**src/rtl/phase_seq_pkg.sv**
```systemverilog
// Shared constants for the instruction phase sequencer: phase count, phase
// indices and the default MEM-phase stall limit.
package phase_seq_pkg;
    localparam int PHASES          = 5;
    localparam int MEM_TIMEOUT_DEF = 15;

    localparam logic [2:0] FETCH = 3'd0;
    localparam logic [2:0] REG   = 3'd1;
    localparam logic [2:0] EXEC  = 3'd2;
    localparam logic [2:0] MEM   = 3'd3;
    localparam logic [2:0] WB    = 3'd4;
endpackage

```
**src/rtl/phase_ctr.sv**
```systemverilog
// Modulo-N phase counter; holds its value while i_hold is set.
module phase_ctr #(
    parameter int N = 5,
    parameter int W = 3
) (
    input  logic         clk,
    input  logic         reset,
    input  logic         i_hold,
    output logic [W-1:0] o_phase
);
    logic [W-1:0] r_phase;

    always_ff @(posedge clk) begin
        if (reset)
            r_phase <= '0;
        else if (!i_hold)
            r_phase <= (r_phase == W'(N - 1)) ? '0 : r_phase + 1'b1;
    end

    assign o_phase = r_phase;
endmodule

```
**src/rtl/phase_seq.sv**
```systemverilog
// Instruction phase sequencer: steps FETCH..WB, stretches MEM for slow memory
// with a bounded timeout, and supports debugger halt / single-step.
module phase_seq #(
    parameter int PHASES      = phase_seq_pkg::PHASES,
    parameter int MEM_TIMEOUT = phase_seq_pkg::MEM_TIMEOUT_DEF,
    parameter int CNTW        = 16
) (
    input  logic                        clk,
    input  logic                        reset,
    input  logic                        halt_req,
    input  logic                        step_req,
    input  logic                        mem_access,
    input  logic                        mem_ready,
    output logic [$clog2(PHASES)-1:0]   phase,
    output logic [PHASES-1:0]           phase_en,
    output logic                        mem_we_en,
    output logic                        wb_en,
    output logic                        halted,
    output logic                        mem_err,
    output logic [CNTW-1:0]             retired
);
    import phase_seq_pkg::*;

    localparam int PW = $clog2(PHASES);
    localparam int SW = $clog2(MEM_TIMEOUT + 1);

    typedef enum logic [1:0] {S_RUN, S_HALTED, S_STEP} state_t;

    state_t            r_state, w_state_nxt;
    logic [SW-1:0]     r_stall;
    logic              r_mem_err;
    logic [CNTW-1:0]   r_retired;
    logic [PW-1:0]     w_phase;
    logic              w_halted, w_in_mem, w_wait, w_timeout, w_stall;
    logic              w_boundary, w_hold;

    assign w_halted   = (r_state == S_HALTED);
    assign w_in_mem   = !w_halted && (w_phase == MEM);
    assign w_wait     = w_in_mem && mem_access && !mem_ready;
    assign w_timeout  = w_wait && (r_stall == SW'(MEM_TIMEOUT));
    assign w_stall    = w_wait && !w_timeout;
    assign w_boundary = !w_halted && (w_phase == WB);
    // A halted core stays parked at FETCH.
    assign w_hold     = w_halted || w_stall;

    phase_ctr #(.N(PHASES), .W(PW)) u_ctr (
        .clk     (clk),
        .reset   (reset),
        .i_hold  (w_hold),
        .o_phase (w_phase)
    );

    always_ff @(posedge clk) begin
        if (reset) begin
            r_state   <= S_RUN;
            r_stall   <= '0;
            r_mem_err <= 1'b0;
            r_retired <= '0;
        end else begin
            r_state <= w_state_nxt;
            r_stall <= w_stall ? r_stall + 1'b1 : '0;
            if (w_timeout)
                r_mem_err <= 1'b1;
            if (w_boundary)
                r_retired <= r_retired + 1'b1;
        end
    end

    always_comb begin
        w_state_nxt = r_state;
        phase       = w_phase;
        phase_en    = '0;
        mem_we_en   = 1'b0;
        wb_en       = 1'b0;
        halted      = w_halted;
        mem_err     = r_mem_err;
        retired     = r_retired;
        unique case (r_state)
            S_RUN:    if (w_boundary && halt_req) w_state_nxt = S_HALTED;
            S_HALTED: begin
                if (step_req)
                    w_state_nxt = S_STEP;
                else if (!halt_req)
                    w_state_nxt = S_RUN;
            end
            S_STEP:   if (w_boundary) w_state_nxt = S_HALTED;
            default:  w_state_nxt = S_RUN;
        endcase
        if (!w_halted)
            phase_en = {{(PHASES-1){1'b0}}, 1'b1} << w_phase;
        // Strobes are suppressed under reset so an abandoned instruction never commits.
        if (!reset) begin
            mem_we_en = w_in_mem && mem_access && mem_ready;
            wb_en     = w_boundary;
        end
    end
endmodule

```
**config.mk**
```make
export PLATFORM = sky130hd
export DESIGN_NAME = phase_seq
export DESIGN_NICKNAME = d
export VERILOG_FILES = /design/src/rtl/phase_seq_pkg.sv /design/src/rtl/phase_ctr.sv /design/src/rtl/phase_seq.sv
export SDC_FILE = /design/constraint.sdc
export NUM_CORES = 1
export LEC_CHECK = 0
export BUFFER_PORTS_ARGS = -buffer_cell sky130_fd_sc_hd__buf_4
export CORE_AREA = 2 2 60 62
export DETAILED_ROUTE_END_ITERATION = 7
export DIE_AREA = 0 0 62 64
export GPL_TIMING_DRIVEN = 0
export HOLD_SLACK_MARGIN = 0.1
export PLACE_DENSITY_LB_ADDON = 0.08
export SLEW_MARGIN = 20
export SYNTH_ARGS = -nofsm -noshare
export SYNTH_HDL_FRONTEND = slang
export SYNTH_SLANG_ARGS = --single-unit
```
**constraint.sdc**
```tcl
create_clock -name clk -period 2.35 [get_ports clk]
set_input_delay 0.1175 -clock clk [delete_from_list [all_inputs] [get_ports clk]]
set_output_delay 0.1175 -clock clk [all_outputs]
set_load 0.005 [all_outputs]
```
==> metrics.yaml <==
rsz0062_at_grt: "no"
worst-path-max-fanout: 10
worst_slew_margin_rel: 0.6690
ant_diodes: 0
synth_async_sr_flop_share: 0
synth_area_leader_cell: "dfxtp_1"
status: "finished, final reports clean"
synth-warning-count: 0
maxClockFrequency_mhz: 471.9
start_util: 0.3947
boundaryPins: 34
postRouteAntennaNets: 0
share_of_layout_cells_above_drive_strength_1: 0.2461
drv_cap: 0
ir_worst_vdd_uv: 372.5
cts_root_buf: "clkbuf_4"
chipHeight_um: 64
cts_tree: "done"
timing.final.hold_violations: 0
hpwl_reported_at_the_end_of_detailed_placement_um: 2133
timing.critical_path.to_type: "register"
via_count: 1212
syn_inst: 152
synth-main-ff-cell: "dfxtp_1"
critical-path-max-stage-delay_ns: 0.49
die_w_um: 62
clk_pin_slew_ns: 0.14
timing.setup.tns_ns: 0
drc_errors: 0
setup_skew_after_layout_ns: 0.001672
area_of_the_multi_input_gates_um2: 684.4
crit_arrival_ns: 2.38
yosysSeqAreaShare: 0.4015
synthMostInstantiatedCell: "dfxtp_1"
report.final.slew_viol_count: 0
cts-root-to-sink-buffers: 2
yosys.area.top_type_share: 0.4015
routed_via_density: 5.114
total_leakage_power_nw: 0.6542
area.growth.synth_to_final_pct: 28.09
numCtsBuffers: 3
cp_class: "register to register"
clkLatencyLatePin_ns: 0.32
postSynthNetCount: 165
area_of_the_die_mm2: 0.003968
port_buffers: 32
final_net_count: 205
number_of_buffer_and_inverter_instances_along_the_worst_setup_path: 3
fillers: 339
period_share: 0.9018
grt_overflow_total: 0
ff_latch_area_um2: 520.5
fp.coreArea_mm2: 0.003284
grt_first_pass_wirelength_um: 4788
dpl_ws_ns: 0.2698
netlist_area_mm2: 0.001296
timing.critical_path.cells: "inv_1, ha_1, nand2_2, buf_6, or3_4, buf_6, or4_1, a21oi_1"
synth_edf_count: 0
power.density_mw_per_mm2: 492.9
tightest_slew_ns: 0.4964
avgRoutedWirePerCell_um: 12.01
number_of_iterations_in_the_first_detailed_routing_pass: 4
synth.cells.most_frequent: "26 x dfxtp_1, 17 x nor2_1, 12 x a21oi_1, 9 x inv_1"
crit_required_ns: 2.61
start_kind: "register"
post_synth.cell_area_avg_um2: 8.528
gr-usage-all-layers: 0.1550
grt_max_degree: 15
total_wire_length_after_detailed_routing_um: 2846
final_critical_path_setup_slack_ns: 0.2308
placement_rows: 21
hold_class: "primary input to register"
critical_path.slowest_cell: "or4_1"
htree_num_levels: 1
ys_seq_elements: 26
report.final.setup_viol: 0
cp_common_cell: "buf_6"
grt_pass1_vias: 1083
min_period_ns: 2.119
synthTopCellsByArea: "dfxtp_1 40%, ha_1 6.8%, nor2_1 4.9%"
cpLargestDelayFamily: "simple AND/OR/NAND/NOR gates"
routabilityCongestion: 0.7913
grt_antenna_before_repair: 0
drc_marker_count_from_the_first_detailed_route_iteration: 48
cts_sinks: 26
yosys.cell_types.count: 36
[path summary, 6_finish.rpt]
| check | start | endpoint | slack, ns | depth (start not counted) |
|---|---|---|---|---|
| worst max register to register | u_ctr.o_phase[0] | retired[12] | 0.23 | 8 |
| worst min register to register | r_stall[0] | r_stall[0] | 0.46 | 1 |
| worst min-delay path | reset | retired[11] | 0.14 | 2 |
| worst max-delay path | u_ctr.o_phase[0] | retired[12] | 0.23 | 8 |
[what timing repair did]
item / in CTS / in global routing
hold endpoints to repair: 3 / 0
setup buffers: 0 / 0
hold buffers: 3 / 0
resized for setup: 0 / 0
[cells by family after synthesis]
logic type,count (synthesis),synth area share
mux,1,0.007722
compound gates,24,0.1110
xor+xnor,9,0.06081
flops,26,0.4015
simple gates,66,0.2809
buf+inv,19,0.07045
fa+ha+maj,7,0.06756
[through the flow]
stage / util / total power [W] / std cells / hold WS [ns] / instance area, µm²
4_1_cts: 0.5055 / 0.0008278 / 237 / 0.1408 / 1660
2_1_floorplan: - / 0.0005373 / 152 / 0.2580 / 1296
3_3_place_gp: 0.4853 / 0.0005922 / 230 / 0.3714 / 1594
6_report: 0.5055 / 0.0008184 / 237 / 0.1438 / 1660
5_1_grt: 0.5055 / 0.0008607 / 237 / 0.1753 / 1660
3_5_place_dp: 0.4853 / 0.0005958 / 230 / 0.3966 / 1594
[where the power goes]
part	leakage, nW	switching (W)	internal [W]
sequential	0.210	0.0000132	0.000451
combinational	0.423	0.0000559	0.0000687
clock	0.0210	0.000135	0.0000948
[sequential cells by signal, summed over array words and instances (netlist names)]
name	flops
r_state	2
u_ctr.o_phase	3
mem_err	1
r_stall	4
retired	16
[cell usage in the layout, fill, tap and decap left out, drive strengths merged, types with 3 or more instances in the layout]
cell         instances
xnor2                7
nor2                17
or4                  8
ha                   7
nor3                 3
o31ai                7
or3                  5
and3                 4
nand3                8
buf                 36
dfxtp               26
nor4                 3
nand2                9
dlygate4sd3          3
a21oi               12
inv                 10
clkbuf               9
[per-layer routing]
metal | global-route usage | share of wire | up-vias
met5 | 0 | 0 | -
met3 | 0.04251 | 0.042 | 2
met1 | 0.2007 | 0.45 | 564
met4 | 0.02394 | 0.0063 | 0
li1 | - | - | 620
met2 | 0.2565 | 0.50 | 26
[area by class of cell]
cell class                      instances  area share
Multi-Input combinational cell        107      0.4122
Sequential cell                        26      0.3135
Timing Repair Buffer                   35      0.1628
Tap cell                               46     0.03466
Inverter                               10     0.02261
Buffer                                  9     0.03240
Clock buffer                            4     0.02185
Note: power is estimated with default switching activity, not from simulation.
